==> src/rtl/mem_arb_pkg.sv <==
// Shared constants, state encoding and default widths for the memory burst arbiter.
package mem_arb_pkg;
  localparam int DEF_DATA_W = 64;
  localparam int DEF_ADDR_W = 24;
  localparam int DEF_LEN_W  = 10;
  localparam int NUM_SRC    = 4;

  // Grant index layout matches the request vector {rd1,rd0,wr1,wr0}.
  localparam logic [1:0] GNT_WR0 = 2'd0;
  localparam logic [1:0] GNT_WR1 = 2'd1;
  localparam logic [1:0] GNT_RD0 = 2'd2;
  localparam logic [1:0] GNT_RD1 = 2'd3;

  typedef enum logic [1:0] {ST_IDLE, ST_ISSUE, ST_BUSY, ST_DONE} arb_state_t;

  function automatic logic [1:0] gnt_onehot(input logic [1:0] g);
    return g[0] ? 2'b10 : 2'b01;
  endfunction
endpackage

==> src/rtl/mem_arb_rr.sv <==
// Round-robin pick over four requesters, searching upward from i_last+1 with wrap.
module mem_arb_rr
  import mem_arb_pkg::*;
(
  input  logic [NUM_SRC-1:0] i_req,
  input  logic [1:0]         i_last,
  output logic [1:0]         o_gnt,
  output logic               o_vld
);
  logic [1:0] w_idx;

  // Walk from the farthest offset down so the nearest requester wins.
  always_comb begin
    o_gnt = i_last;
    o_vld = 1'b0;
    w_idx = '0;
    for (int k = NUM_SRC; k >= 1; k--) begin
      w_idx = i_last + 2'(k);
      if (i_req[w_idx]) begin
        o_gnt = w_idx;
        o_vld = 1'b1;
      end
    end
  end
endmodule

==> src/rtl/mem_burst_arbiter.sv <==
// Two-writer / two-reader burst arbiter in front of a single memory burst engine.
// Optional macro ARB_RD0_PRIORITY_EN gives rd0 absolute priority at arbitration.
module mem_burst_arbiter
  import mem_arb_pkg::*;
#(
  parameter int DATA_W = DEF_DATA_W,
  parameter int ADDR_W = DEF_ADDR_W,
  parameter int LEN_W  = DEF_LEN_W
) (
  input  logic                mem_clk,
  input  logic                rst,
  input  logic [1:0]          c_wr_req,
  input  logic [1:0]          c_rd_req,
  input  logic [2*LEN_W-1:0]  c_wr_len,
  input  logic [2*LEN_W-1:0]  c_rd_len,
  input  logic [2*ADDR_W-1:0] c_wr_addr,
  input  logic [2*ADDR_W-1:0] c_rd_addr,
  input  logic [2*DATA_W-1:0] c_wr_data,
  output logic [1:0]          c_wr_data_req,
  output logic [1:0]          c_rd_data_valid,
  output logic [DATA_W-1:0]   c_rd_data,
  output logic [1:0]          c_wr_finish,
  output logic [1:0]          c_rd_finish,
  output logic                m_wr_burst_req,
  output logic                m_rd_burst_req,
  output logic [LEN_W-1:0]    m_wr_burst_len,
  output logic [LEN_W-1:0]    m_rd_burst_len,
  output logic [ADDR_W-1:0]   m_wr_burst_addr,
  output logic [ADDR_W-1:0]   m_rd_burst_addr,
  output logic [DATA_W-1:0]   m_wr_burst_data,
  input  logic                m_wr_burst_data_req,
  input  logic                m_rd_burst_data_valid,
  input  logic                m_wr_burst_finish,
  input  logic                m_rd_burst_finish,
  input  logic [DATA_W-1:0]   m_rd_burst_data,
  output logic                busy,
  output logic [1:0]          grant_id
);
  arb_state_t        r_state, w_state_nxt;
  logic [1:0]        r_grant, r_last;
  logic [ADDR_W-1:0] r_addr;
  logic [LEN_W-1:0]  r_len;

  logic [NUM_SRC-1:0] w_req;
  logic [1:0]         w_rr_gnt, w_pick;
  logic               w_rr_vld, w_upd_last;
  logic [ADDR_W-1:0]  w_pick_addr;
  logic [LEN_W-1:0]   w_pick_len;
  logic               w_rd, w_active, w_in_busy, w_in_done, w_fin, w_nz;

  assign w_req = {c_rd_req, c_wr_req};

  mem_arb_rr u_rr (
    .i_req  (w_req),
    .i_last (r_last),
    .o_gnt  (w_rr_gnt),
    .o_vld  (w_rr_vld)
  );

  // A priority rd0 grant leaves last_grant alone so rotation among the rest resumes.
  always_comb begin
    w_pick     = w_rr_gnt;
    w_upd_last = 1'b1;
`ifdef ARB_RD0_PRIORITY_EN
    if (w_req[GNT_RD0]) begin
      w_pick     = GNT_RD0;
      w_upd_last = 1'b0;
    end
`endif
  end

  always_comb begin
    if (w_pick[1]) begin
      w_pick_addr = w_pick[0] ? c_rd_addr[2*ADDR_W-1:ADDR_W] : c_rd_addr[ADDR_W-1:0];
      w_pick_len  = w_pick[0] ? c_rd_len[2*LEN_W-1:LEN_W]    : c_rd_len[LEN_W-1:0];
    end else begin
      w_pick_addr = w_pick[0] ? c_wr_addr[2*ADDR_W-1:ADDR_W] : c_wr_addr[ADDR_W-1:0];
      w_pick_len  = w_pick[0] ? c_wr_len[2*LEN_W-1:LEN_W]    : c_wr_len[LEN_W-1:0];
    end
  end

  assign w_rd      = r_grant[1];
  assign w_nz      = (r_len != '0);
  assign w_active  = (r_state == ST_ISSUE) || (r_state == ST_BUSY);
  assign w_in_busy = (r_state == ST_BUSY);
  assign w_in_done = (r_state == ST_DONE);
  assign w_fin     = w_in_busy && (w_rd ? m_rd_burst_finish : m_wr_burst_finish);

  always_ff @(posedge mem_clk or posedge rst) begin
    if (rst) begin
      r_state <= ST_IDLE;
      r_grant <= '0;
      r_last  <= GNT_RD1;
      r_addr  <= '0;
      r_len   <= '0;
    end else begin
      r_state <= w_state_nxt;
      if (r_state == ST_IDLE && w_rr_vld) begin
        r_grant <= w_pick;
        r_addr  <= w_pick_addr;
        r_len   <= w_pick_len;
        if (w_upd_last) r_last <= w_pick;
      end
    end
  end

  always_comb begin
    w_state_nxt = r_state;
    case (r_state)
      ST_IDLE:  if (w_rr_vld) w_state_nxt = ST_ISSUE;
      ST_ISSUE: w_state_nxt = w_nz ? ST_BUSY : ST_DONE;
      ST_BUSY:  if (w_fin) w_state_nxt = ST_DONE;
      ST_DONE:  w_state_nxt = ST_IDLE;
      default:  w_state_nxt = ST_IDLE;
    endcase
  end

  assign m_wr_burst_req  = w_active && w_nz && !w_rd;
  assign m_rd_burst_req  = w_active && w_nz &&  w_rd;
  assign m_wr_burst_len  = (w_active && !w_rd) ? r_len  : '0;
  assign m_rd_burst_len  = (w_active &&  w_rd) ? r_len  : '0;
  assign m_wr_burst_addr = (w_active && !w_rd) ? r_addr : '0;
  assign m_rd_burst_addr = (w_active &&  w_rd) ? r_addr : '0;
  assign m_wr_burst_data = (w_active && !w_rd)
                         ? (r_grant[0] ? c_wr_data[2*DATA_W-1:DATA_W] : c_wr_data[DATA_W-1:0])
                         : '0;

  // Data strobes only count while the engine owns the burst.
  assign c_wr_data_req   = (w_in_busy && !w_rd && m_wr_burst_data_req)   ? gnt_onehot(r_grant) : 2'b00;
  assign c_rd_data_valid = (w_in_busy &&  w_rd && m_rd_burst_data_valid) ? gnt_onehot(r_grant) : 2'b00;
  assign c_rd_data       = (w_in_busy &&  w_rd) ? m_rd_burst_data : '0;

  assign c_wr_finish = (w_in_done && !w_rd) ? gnt_onehot(r_grant) : 2'b00;
  assign c_rd_finish = (w_in_done &&  w_rd) ? gnt_onehot(r_grant) : 2'b00;

  assign busy     = (r_state != ST_IDLE);
  assign grant_id = r_grant;
endmodule

==> config.mk <==
export PLATFORM = sky130hd
export DESIGN_NAME = mem_burst_arbiter
export DESIGN_NICKNAME = d
export VERILOG_FILES = /design/src/rtl/mem_arb_pkg.sv /design/src/rtl/mem_arb_rr.sv /design/src/rtl/mem_burst_arbiter.sv
export SDC_FILE = /design/constraint.sdc
export NUM_CORES = 1
export LEC_CHECK = 0
export BUFFER_PORTS_ARGS = -buffer_cell sky130_fd_sc_hd__buf_2
export CAP_MARGIN = 15
export CORE_AREA = 3 3 210 212
export DETAILED_ROUTE_END_ITERATION = 6
export DIE_AREA = 0 0 213 215
export SYNTH_ARGS = -nofsm -noshare
export SYNTH_HDL_FRONTEND = slang
export SYNTH_HIERARCHICAL = 1
export SYNTH_SLANG_ARGS = --single-unit
==> constraint.sdc <==
create_clock -name mem_clk -period 2.2 [get_ports mem_clk]
set_input_delay 0.44 -clock mem_clk [delete_from_list [all_inputs] [get_ports mem_clk]]
set_output_delay 0.44 -clock mem_clk [all_outputs]
set_load 0.05 [all_outputs]
==> out/results.ini <==
[timing]
layout_setup_ws_ns=-0.194
worstMarginPinSlew_ns=0.470
finalSetupTns_ns=-9.91
hold_viol=0
period_share_pct=109
rsz0062_at_grt=yes
clock.fmax_mhz=418
fin_crit_ns=2.39
drv_slew=0
finClkSkew_ns=0.00478
final-setup-viol-count=175
slew_headroom_pct=67.8

[power_and_ir_drop]
p_comb_share_pct=90.6
leakage_nw=5.79
powerDensity_nw_per_um2=2060
power_switching_mw=13.4
p_seq_share_pct=6.5
p_clk_share_pct=3.0
sw_frac_of_total_pct=52.2
ir_drop_v=0.00103
p_int_mw=12.3

[flow_run]
drv_cap=0

[grt]
grt_pass1_vias=7041
gr-total-overflow=0
track_usage_pct=15.0
grt_max_degree=41
grt_antenna_before_repair=6
grt_pass1_wl_um=49500

[setup_path]
ff2ff_path_depth=7
startpoint_type=flip-flop
cp-end-kind=flip-flop
crit_chain=buf_4 -> o22ai_1 -> a221o_2 -> buf_12 -> buf_16 -> mux4_2 -> mux2_4
worstSetupPathDepth=7
max_stage_delay_ns=0.56
crit_family=multiplexers
path_buf_inv=3
crit_type=flip-flop to flip-flop
cp.arrival_ns=2.58
r2r_setup_slack_ns=-0.19
critPathMaxFanout=6
slowest_stage=dfstp_2
critical_path_required_ns=2.39

[synthesis]
ys_async_sr_fraction_pct=100
synth_flop_cell=dfrtp_1
ys_seq_elements=40
ys_types=35
synth-edff-count=0
synth_nets=826
synth-seq-area-share_pct=22.2
synthCells=483
yosysWarnings=6
synth_area_um2=4520
syn_area_per_cell_um2=9.35

[die]
num_rows=75
die_w_um=213
initial_core_util_pct=10.7
core_um2=42100
ioPinCount=547
die_height_um=215
die_area_um2=45800

[placement]
io_buffers=546
gp_congestion=0.935
place_ws_ns=-0.0965
hpwl_um=26400

[layout]
nets=1414
area_delta_synth_final_pct=176
final_common_cell=buf_2
layout_common_cells=343 x buf_2, 111 x buf_8, 80 x buf_12
final.fill_count=4260
drive_above_1_share_pct=85.2

[clock_network]
cts_hold_buf=0
cts.sinks=40
clock_latency_ns=0.30
h-tree-depth=2
numCtsBuffers=5
clkTransAtPathRegs_ns=0.07
cts_tree=yes
root_buffer=clkbuf_16
clockBufferDepth=2

[detailed_routing]
wl_um=38100
antenna_left=0
vias_per_cell=4.06
dr.pass1.iters=4
num_vias=6550
wire_per_inst_um=23.6
drc_errors=0
drt_iter0_drc=314

[status]
violations=setup timing
outcome=finished with violations

[min_path]
hold_class=input port to asynchronous set/reset pin

-- power by group through the flow --
stage,Clock [mW],Sequential (mW),Combinational (mW)
floorplan,0,1.42,10.1
global placement,0,1.64,15.7
detailed placement,0,1.64,15.8
CTS,0.820,1.66,22.4
global route,0.835,1.72,24.1
finish,0.766,1.66,23.3
-- cell type report --
type | instances | area, um2 | area share [%]
multi-input cells | 382 | 4330 | 34.7
repair buffers | 634 | 6280 | 50.3
flip-flops and latches | 40 | 1010 | 8.12
inverters | 8 | 30.0 | 0.241
clock inverters | 2 | 12.5 | 0.100
clock buffers | 5 | 125 | 1.00
well taps | 539 | 674 | 5.40
diodes | 5 | 12.5 | 0.100
-- metal layers --
metal	vias up	global-route usage, %	share of wire, %
li1	2933	-	-
met1	3178	17.3	38
met2	392	28.7	53
met3	45	2.23	6.7
met4	2	3.70	2.2
met5	-	0	0.034
-- path summary, 6_finish.rpt --
path | from | end
max | r_last[1] | r_addr[4]
min | rst | r_addr[2]
max reg2reg | r_last[1] | r_addr[4]
min reg2reg | r_addr[1] | r_addr[1]
max in group asynchronous | rst | r_len[2]
min in group mem_clk | r_addr[1] | r_addr[1]
-- through the flow --
stage / total power [mW] / cells / util (%) / cell area [um2] / hold WS (ns)
final: 25.7 / 1615 / 29.6 / 12500 / 0.153
after global routing: 26.7 / 1614 / 29.6 / 12500 / 0.171
after CTS: 24.9 / 1603 / 27.7 / 11700 / 0.164
after detailed placement: 17.5 / 1550 / 21.6 / 9090 / 0.496
after global placement: 17.4 / 1550 / 21.6 / 9090 / 0.490
after floorplan: 11.5 / 483 / - / 4670 / 0.454
-- Yosys cell counts, types with 2 or more instances --
library cell	n	area, um2
dfstp_2	2	52.6
buf_2	13	65.1
dfrtp_1	38	951
nor2_1	70	263
and3_1	99	619
ha_1	5	62.6
mux4_2	33	743
inv_1	8	30.0
mux2_2	34	383
and2_1	34	213
a21oi_1	3	15.0
nor3_1	3	15.0
buf_12	3	60.1
nand2_1	13	48.8
nand2b_1	3	18.8
clkbuf_1	35	131
mux2i_1	66	661
or4_1	2	15.0
nand3_1	3	15.0
-- what timing repair did --
action / CTS / global route
pin swaps: 83 / 63
gates resized for setup: 478 / 227
setup endpoints to repair: 236 / 234
setup buffers: 22 / 16
cloned: 24 / 5
-- flip-flops by register name, indices dropped and copies added (netlist names) --
name,flops
r_state,2
r_len,10
r_last,2
grant_id,2
r_addr,24
-- cells by family (layout without fill, tap and decap cells) --
| family | Yosys count | count (layout) | share of synthesized area (%) |
|---|---|---|---|
| AND/OR/NAND/NOR | 233 | 233 | 28.1 |
| multiplexers | 134 | 134 | 40.1 |
| buffers and inverters | 61 | 649 | 6.68 |
| flip-flops | 40 | 40 | 22.2 |
| AO/OA/AOI/OAI | 10 | 10 | 1.50 |
| adder cells (fa/ha/maj) | 5 | 5 | 1.39 |
| other | 0 | 5 | 0 |
Power figures use the tool's default switching activity.
